File: src/rtl/rect_draw_arbiter_pkg.sv
// Shared widths, screen geometry and FSM encoding for the rectangle draw arbiter.
package draw_pkg;

  localparam int X_W      = 8;
  localparam int Y_W      = 7;
  localparam int COL_W    = 3;
  localparam int SCREEN_W = 160;
  localparam int SCREEN_H = 120;

  typedef enum logic [1:0] {
    IDLE = 2'd0,
    DRAW = 2'd1,
    DONE = 2'd2
  } state_t;

endpackage

File: src/rtl/rect_draw_arbiter_if.sv
// Requester bundle plus the vga_adapter pixel-write port, shared by game side and arbiter.
interface rect_draw_if
  import draw_pkg::*;
#(
  parameter int N_REQ = 4
);

  logic [N_REQ-1:0]       req;
  logic [N_REQ*X_W-1:0]   rect_x;
  logic [N_REQ*Y_W-1:0]   rect_y;
  logic [N_REQ*X_W-1:0]   rect_w;
  logic [N_REQ*Y_W-1:0]   rect_h;
  logic [N_REQ*COL_W-1:0] rect_colour;
  logic [N_REQ-1:0]       grant;
  logic [N_REQ-1:0]       done;
  logic                   busy;
  logic [X_W-1:0]         vga_x;
  logic [Y_W-1:0]         vga_y;
  logic [COL_W-1:0]       vga_colour;
  logic                   vga_plot;

  modport master (
    output req, rect_x, rect_y, rect_w, rect_h, rect_colour,
    input  grant, done, busy, vga_x, vga_y, vga_colour, vga_plot
  );

  modport slave (
    input  req, rect_x, rect_y, rect_w, rect_h, rect_colour,
    output grant, done, busy, vga_x, vga_y, vga_colour, vga_plot
  );

endinterface

File: src/rtl/rect_draw_arbiter_rr_arbiter.sv
// Combinational round-robin pick: first set request at or above ptr, wrapping modulo N_REQ.
module rr_arbiter #(
  parameter int N_REQ = 4,
  parameter int IDX_W = (N_REQ > 1) ? $clog2(N_REQ) : 1
) (
  input  logic [N_REQ-1:0] req,
  input  logic [IDX_W-1:0] ptr,
  output logic [N_REQ-1:0] win_oh,
  output logic [IDX_W-1:0] win_idx,
  output logic             any
);

  logic             found;
  logic [IDX_W-1:0] j;

  always_comb begin
    found   = 1'b0;
    win_idx = '0;
    j       = ptr;
    for (int i = 0; i < N_REQ; i++) begin
      if (!found && req[j]) begin
        found   = 1'b1;
        win_idx = j;
      end
      j = (j == IDX_W'(N_REQ - 1)) ? '0 : j + IDX_W'(1);
    end
    win_oh = found ? (N_REQ'(1) << win_idx) : '0;
    any    = |req;
  end

endmodule

File: src/rtl/rect_draw_arbiter.sv
// Round-robin shared rectangle filler feeding the vga_adapter pixel port, one pixel per clock.
// Define RECT_CLIP_EN to suppress vga_plot for pixels outside SCREEN_W x SCREEN_H.
//
// state | meaning
// IDLE  | waiting for a request; grants and latches the winner's rectangle
// DRAW  | rastering row-major, one registered pixel per clock
// DONE  | one cycle: done pulse to winner, grant dropped, pointer advanced
module rect_draw_arbiter
  import draw_pkg::*;
#(
  parameter int N_REQ = 4
) (
  input  logic  CLOCK_50,
  input  logic  resetn,
  rect_draw_if.slave bus
);

  localparam int IDX_W = (N_REQ > 1) ? $clog2(N_REQ) : 1;

  state_t             state_q, state_d;
  logic [IDX_W-1:0]   ptr_q, ptr_d;
  logic [IDX_W-1:0]   win_q, win_d;
  logic [X_W-1:0]     x0_q, x0_d, w_q, w_d, cx_q, cx_d;
  logic [Y_W-1:0]     y0_q, y0_d, h_q, h_d, cy_q, cy_d;
  logic [COL_W-1:0]   col_q, col_d;
  logic [N_REQ-1:0]   grant_q, grant_d, done_q, done_d;
  logic [X_W-1:0]     vga_x_q, vga_x_d;
  logic [Y_W-1:0]     vga_y_q, vga_y_d;
  logic [COL_W-1:0]   vga_colour_q, vga_colour_d;
  logic               vga_plot_q, vga_plot_d;

  logic [N_REQ-1:0]   win_oh;
  logic [IDX_W-1:0]   win_idx;
  logic               any_req;
  logic               on_screen;

  logic [X_W-1:0]     rx [N_REQ];
  logic [Y_W-1:0]     ry [N_REQ];
  logic [X_W-1:0]     rw [N_REQ];
  logic [Y_W-1:0]     rh [N_REQ];
  logic [COL_W-1:0]   rc [N_REQ];

  for (genvar g = 0; g < N_REQ; g++) begin : g_unpack
    assign rx[g] = bus.rect_x[g*X_W +: X_W];
    assign ry[g] = bus.rect_y[g*Y_W +: Y_W];
    assign rw[g] = bus.rect_w[g*X_W +: X_W];
    assign rh[g] = bus.rect_h[g*Y_W +: Y_W];
    assign rc[g] = bus.rect_colour[g*COL_W +: COL_W];
  end

  rr_arbiter #(
    .N_REQ (N_REQ),
    .IDX_W (IDX_W)
  ) u_rr (
    .req     (bus.req),
    .ptr     (ptr_q),
    .win_oh  (win_oh),
    .win_idx (win_idx),
    .any     (any_req)
  );

`ifdef RECT_CLIP_EN
  // One extra bit so off-screen pixels are judged before the output wraps.
  logic [X_W:0] ux;
  logic [Y_W:0] uy;
  assign ux        = {1'b0, x0_q} + {1'b0, cx_q};
  assign uy        = {1'b0, y0_q} + {1'b0, cy_q};
  assign on_screen = (ux < (X_W+1)'(SCREEN_W)) && (uy < (Y_W+1)'(SCREEN_H));
`else
  assign on_screen = 1'b1;
`endif

  always_comb begin
    state_d      = state_q;
    ptr_d        = ptr_q;
    win_d        = win_q;
    x0_d         = x0_q;
    y0_d         = y0_q;
    w_d          = w_q;
    h_d          = h_q;
    col_d        = col_q;
    cx_d         = cx_q;
    cy_d         = cy_q;
    grant_d      = grant_q;
    done_d       = '0;
    vga_x_d      = vga_x_q;
    vga_y_d      = vga_y_q;
    vga_colour_d = vga_colour_q;
    vga_plot_d   = 1'b0;

    case (state_q)
      IDLE: begin
        if (any_req) begin
          x0_d    = rx[win_idx];
          y0_d    = ry[win_idx];
          w_d     = rw[win_idx];
          h_d     = rh[win_idx];
          col_d   = rc[win_idx];
          win_d   = win_idx;
          grant_d = win_oh;
          cx_d    = '0;
          cy_d    = '0;
          state_d = (rw[win_idx] == '0 || rh[win_idx] == '0) ? DONE : DRAW;
        end
      end
      DRAW: begin
        vga_x_d      = x0_q + cx_q;
        vga_y_d      = y0_q + cy_q;
        vga_colour_d = col_q;
        vga_plot_d   = on_screen;
        if (cx_q == w_q - X_W'(1)) begin
          cx_d = '0;
          cy_d = cy_q + Y_W'(1);
          if (cy_q == h_q - Y_W'(1)) state_d = DONE;
        end else begin
          cx_d = cx_q + X_W'(1);
        end
      end
      DONE: begin
        done_d  = N_REQ'(1) << win_q;
        grant_d = '0;
        ptr_d   = (win_q == IDX_W'(N_REQ - 1)) ? '0 : win_q + IDX_W'(1);
        state_d = IDLE;
      end
      default: state_d = IDLE;
    endcase
  end

  always_ff @(posedge CLOCK_50 or negedge resetn) begin
    if (!resetn) begin
      state_q      <= IDLE;
      ptr_q        <= '0;
      win_q        <= '0;
      x0_q         <= '0;
      y0_q         <= '0;
      w_q          <= '0;
      h_q          <= '0;
      col_q        <= '0;
      cx_q         <= '0;
      cy_q         <= '0;
      grant_q      <= '0;
      done_q       <= '0;
      vga_x_q      <= '0;
      vga_y_q      <= '0;
      vga_colour_q <= '0;
      vga_plot_q   <= 1'b0;
    end else begin
      state_q      <= state_d;
      ptr_q        <= ptr_d;
      win_q        <= win_d;
      x0_q         <= x0_d;
      y0_q         <= y0_d;
      w_q          <= w_d;
      h_q          <= h_d;
      col_q        <= col_d;
      cx_q         <= cx_d;
      cy_q         <= cy_d;
      grant_q      <= grant_d;
      done_q       <= done_d;
      vga_x_q      <= vga_x_d;
      vga_y_q      <= vga_y_d;
      vga_colour_q <= vga_colour_d;
      vga_plot_q   <= vga_plot_d;
    end
  end

  assign bus.grant      = grant_q;
  assign bus.done       = done_q;
  assign bus.busy       = (state_q != IDLE);
  assign bus.vga_x      = vga_x_q;
  assign bus.vga_y      = vga_y_q;
  assign bus.vga_colour = vga_colour_q;
  assign bus.vga_plot   = vga_plot_q;

endmodule

File: src/flat_wrapper.sv
// flat-port wrapper written by rule: the top's interface ports become plain ports
module rect_draw_arbiter_flat import draw_pkg::*;
#(
  parameter int N_REQ = 4
)
  (CLOCK_50, resetn, bus_req, bus_rect_x, bus_rect_y, bus_rect_w, bus_rect_h, bus_rect_colour, bus_grant, bus_done, bus_busy, bus_vga_x, bus_vga_y, bus_vga_colour, bus_vga_plot);
  rect_draw_if #(.N_REQ(N_REQ)) bus_i ();
  input  logic CLOCK_50;
  input  logic resetn;
  input wire logic [$bits(bus_i.req)-1:0] bus_req;
  input wire logic [$bits(bus_i.rect_x)-1:0] bus_rect_x;
  input wire logic [$bits(bus_i.rect_y)-1:0] bus_rect_y;
  input wire logic [$bits(bus_i.rect_w)-1:0] bus_rect_w;
  input wire logic [$bits(bus_i.rect_h)-1:0] bus_rect_h;
  input wire logic [$bits(bus_i.rect_colour)-1:0] bus_rect_colour;
  output wire logic [$bits(bus_i.grant)-1:0] bus_grant;
  output wire logic [$bits(bus_i.done)-1:0] bus_done;
  output wire logic [$bits(bus_i.busy)-1:0] bus_busy;
  output wire logic [$bits(bus_i.vga_x)-1:0] bus_vga_x;
  output wire logic [$bits(bus_i.vga_y)-1:0] bus_vga_y;
  output wire logic [$bits(bus_i.vga_colour)-1:0] bus_vga_colour;
  output wire logic [$bits(bus_i.vga_plot)-1:0] bus_vga_plot;
  assign bus_i.req = bus_req;
  assign bus_i.rect_x = bus_rect_x;
  assign bus_i.rect_y = bus_rect_y;
  assign bus_i.rect_w = bus_rect_w;
  assign bus_i.rect_h = bus_rect_h;
  assign bus_i.rect_colour = bus_rect_colour;
  assign bus_grant = bus_i.grant;
  assign bus_done = bus_i.done;
  assign bus_busy = bus_i.busy;
  assign bus_vga_x = bus_i.vga_x;
  assign bus_vga_y = bus_i.vga_y;
  assign bus_vga_colour = bus_i.vga_colour;
  assign bus_vga_plot = bus_i.vga_plot;
  rect_draw_arbiter #(.N_REQ(N_REQ)) u_core (.CLOCK_50(CLOCK_50), .resetn(resetn), .bus(bus_i));
endmodule
File: config.mk
export PLATFORM = sky130hd
export DESIGN_NAME = rect_draw_arbiter_flat
export DESIGN_NICKNAME = d
export VERILOG_FILES = /design/src/rtl/rect_draw_arbiter_pkg.sv /design/src/rtl/rect_draw_arbiter_if.sv /design/src/rtl/rect_draw_arbiter_rr_arbiter.sv /design/src/rtl/rect_draw_arbiter.sv /design/src/flat_wrapper.sv
export SDC_FILE = /design/constraint.sdc
export NUM_CORES = 1
export LEC_CHECK = 0
export CAP_MARGIN = 20
export CELL_PAD_IN_SITES_DETAIL_PLACEMENT = 0
export CELL_PAD_IN_SITES_GLOBAL_PLACEMENT = 2
export CORE_AREA = 3 3 143 145
export CTS_CLUSTER_SIZE = 14
export DETAILED_ROUTE_END_ITERATION = 10
export DIE_AREA = 0 0 146 148
export HOLD_SLACK_MARGIN = 0.02
export PLACE_DENSITY = 0.82
export SYNTH_ARGS = -nofsm -noshare
export SYNTH_HDL_FRONTEND = slang
export SYNTH_HIERARCHICAL = 1
export SYNTH_SLANG_ARGS = --single-unit
export TNS_END_PERCENT = 20
File: constraint.sdc
create_clock -name CLOCK_50 -period 4.3 [get_ports CLOCK_50]
set_input_delay 1.29 -clock CLOCK_50 [delete_from_list [all_inputs] [get_ports CLOCK_50]]
set_output_delay 1.29 -clock CLOCK_50 [all_outputs]
set_load 0.03 [all_outputs]
==> out/metrics.yaml <==
antenna_cells_inserted: 0
ys_warn_count: 6
crit_buf_inv: 1
cp_slowest_stage_delay_ps: 550
area_delta_synth_final_pct: 47.93
rows: 51
r2r-end: "u_core/state_q[0]"
endpoint_kind: "flop"
setup_tns_ps: 0
dieHeight_microns: 148
crit_end: "u_core/state_q[0]"
drt_wl_total_microns: 15690
grt-ovfl-total: 0
drive_gt1_share_pct: 15.77
multi_input_area_sq_um: 3187
synth_area_sq_um: 5354
yosys_register_bits: 81
syn_inst: 547
synth_edf_count: 0
skew_ps: 8.522
synth_most_common_cell: "nand2_1"
synth.area.top_cells: "dfrtp_1, mux4_2, nand2_1"
first_pass_iters: 4
holdWs_ps: 476.2
cts_sinks: 81
powerDensity_nw_per_um2: 381.0
postRouteAntennaNets: 0
initial_utilization_pct: 27.69
path_cells: "dlygate4sd2_1, mux4_2, or4_4, nand3_4, mux4_2, or4_4, o41ai_2, o21ai_1, o22a_1"
slew_violations: 0
criticalPathCategory: "in -> reg"
relSlewSlack_pct: 61.75
slowest_stage: "or4_4"
hp-class: "reg -> reg"
crit_arrival_ps: 4400
rsz0062_at_grt: "no"
critPathRequiredTime_ps: 4530
syn_avg_cell_area_sq_um: 9.788
dp_hpwl_microns: 12140
synth_top_cell_area_share_pct: 37.86
ioPinCount: 166
detail_route.wl_per_cell_microns: 15.58
cp_max_fo: 6
regArea_sq_um: 2027
synth.distinct_cells: 55
clkSlewWorstSetupHoldPaths_ps: 60
r2r_slack_ps: 510
syn_nets: 709
dieArea_sq_um: 21610
fillerInstances: 1915
place_ws_ps: -682.8
worst_pin_slew_ps: 573.7
cts_buffer_depth: 2
dr.first_iter.drc_count: 212
hold_viol_final: 0
setup_viol: 0
vias_per_cell: 4.751
synth_top_cell_by_area: "dfrtp_1"
grt_pass1_vias: 5135
grtUsageTotal_pct: 14.66
cts_tree: "yes"
htreeDepth: 3
fin_crit_sh_pct: 96.87
vdd_drop_max_mv: 0.1764
critical-path-top-delay-family: "simple AND/OR/NAND/NOR gates"
final_area_sq_um: 7920
p_leak_nw: 3.361
grt_start_max_net_pins: 82
post_dp_cell_area_sq_um: 7457
die_w_microns: 146
worst_slack_ps: 134.4
cp-start-kind: "primary input"
reg2reg_depth: 12
status: "complete, no violations"
ys_seq_area_share_pct: 37.86
crit_path_start: "bus_req[3]"
worst-path-stages: 9
grt_pass1_wl_microns: 25860
layout.nets: 899
gp_congestion: 0.8473
drc: 0
antenna_found_initial: 0
root_buffer: "clkbuf_16"
synth_commonest_cells: "nand2_1, dfrtp_1, o21ai_0"
fmax_ghz: 0.2401
vias: 4784
core_sq_um: 19330
synth_ff_type: "dfrtp_1"
numCtsBuffers: 9
fin_util_pct: 40.96
port-buffer-count: 165
drv_cap: 0
r2r-start: "u_core/ptr_q[0]"
synth-async-reset-ratio_pct: 100.0
insertion_delay_ps: 340
period_needed_ps: 4166
==> per-stage QoR <==
step | power [W] | cells
floorplan | 0.001719 | 547
global placement | 0.002150 | 985
detailed placement | 0.002182 | 985
CTS | 0.003054 | 1006
global route | 0.003219 | 1007
finish | 0.003017 | 1007
==> report_power, final <==
| part | internal (W) | switching, W |
|---|---|---|
| clock network | 0.000526 | 0.000317 |
| registers | 0.000896 | 0.000169 |
| logic | 0.000584 | 0.000524 |
==> final cells by class <==
| class | count | share of cell area (%) |
|---|---|---|
| clock inverter | 6 | 1.137 |
| clock buffer | 10 | 3.017 |
| tap | 265 | 4.186 |
| sequential | 81 | 25.59 |
| inverter | 19 | 0.9321 |
| multi-input combinational | 421 | 40.24 |
| timing repair buffer | 205 | 24.90 |
==> timing repair <==
item | 4_1_cts | 5_1_grt
setup endpoints to repair | 2 | 2
gates resized for setup | 16 | 3
hold buffers | 0 | 0
hold endpoints to repair | 0 | 0
pin swaps | 7 | 0
buffers inserted | 5 | 0
gates cloned | 0 | 0
==> state kept, by name, indices dropped and copies added, names as in the netlist <==
register               flops
u_core/bus.vga_x           8
u_core/cx_q                8
u_core/w_q                 8
u_core/x0_q                8
u_core/bus.vga_y           7
u_core/cy_q                7
u_core/h_q                 7
u_core/y0_q                7
u_core/bus.done            4
u_core/bus.grant           4
u_core/bus.vga_colour      3
u_core/col_q               3
u_core/ptr_q               2
u_core/state_q             2
u_core/win_q               2
u_core/bus.vga_plot        1
==> metal layers <==
metal / vias up / share of wire (%) / GRT usage (%)
met4: 0 / 1.2 / 3.810
li1: 2311 / - / -
met5: - / 0 / 0
met2: 164 / 46 / 23.89
met3: 14 / 5.7 / 3.280
met1: 2295 / 47 / 19.88
==> worst min-delay path, cell delays in order, from the launching register on <==
cell and delay, ps:
dfrtp_1 340, nand2_1 50, nand2_1 50
==> worst min path at each step <==
stage	cells after the start	slack, ps	endpoint	from
floorplan	2	440	u_core/bus.vga_colour[0]	u_core/col_q[0]
global placement	2	450	u_core/bus.vga_colour[2]	u_core/col_q[2]
detailed placement	2	460	u_core/bus.vga_colour[2]	u_core/col_q[2]
CTS	2	480	u_core/bus.vga_colour[2]	u_core/col_q[2]
global route	2	510	u_core/bus.vga_colour[0]	u_core/col_q[0]
finish	2	480	u_core/bus.vga_colour[2]	u_core/bus.vga_colour[2]
==> placed cells by master, fill, tap and decap left out, types with 3 or more instances in the layout <==
cell and count:
nor3_1 10, xnor2_1 25, a21o_1 10, mux4_2 35, mux2i_1 7, o21ai_0 40, o31ai_1 3, nand3b_1 3
dfrtp_1 81, nand2b_1 5, xor2_1 12, nand2_1 142, and2_1 5, mux2_2 4, nand3_1 10, nor3b_1 3
nor4_1 6, nor2_1 19, or3_1 3, a21oi_1 10, clkbuf_16 9, dlygate4sd2_1 4, nor2b_1 3, buf_4 38
clkdlybuf4s50_1 160, inv_1 18, ha_1 22
==> logic make-up after synthesis <==
group	share of synthesized area, %
XOR/XNOR	6.053
flip-flops	37.86
AO/OA/AOI/OAI	10.07
AND/OR/NAND/NOR	19.21
multiplexers	17.08
buffers and inverters	3.833
adder cells (fa/ha/maj)	5.889
No activity file was read; power rests on OpenSTA's default activity.
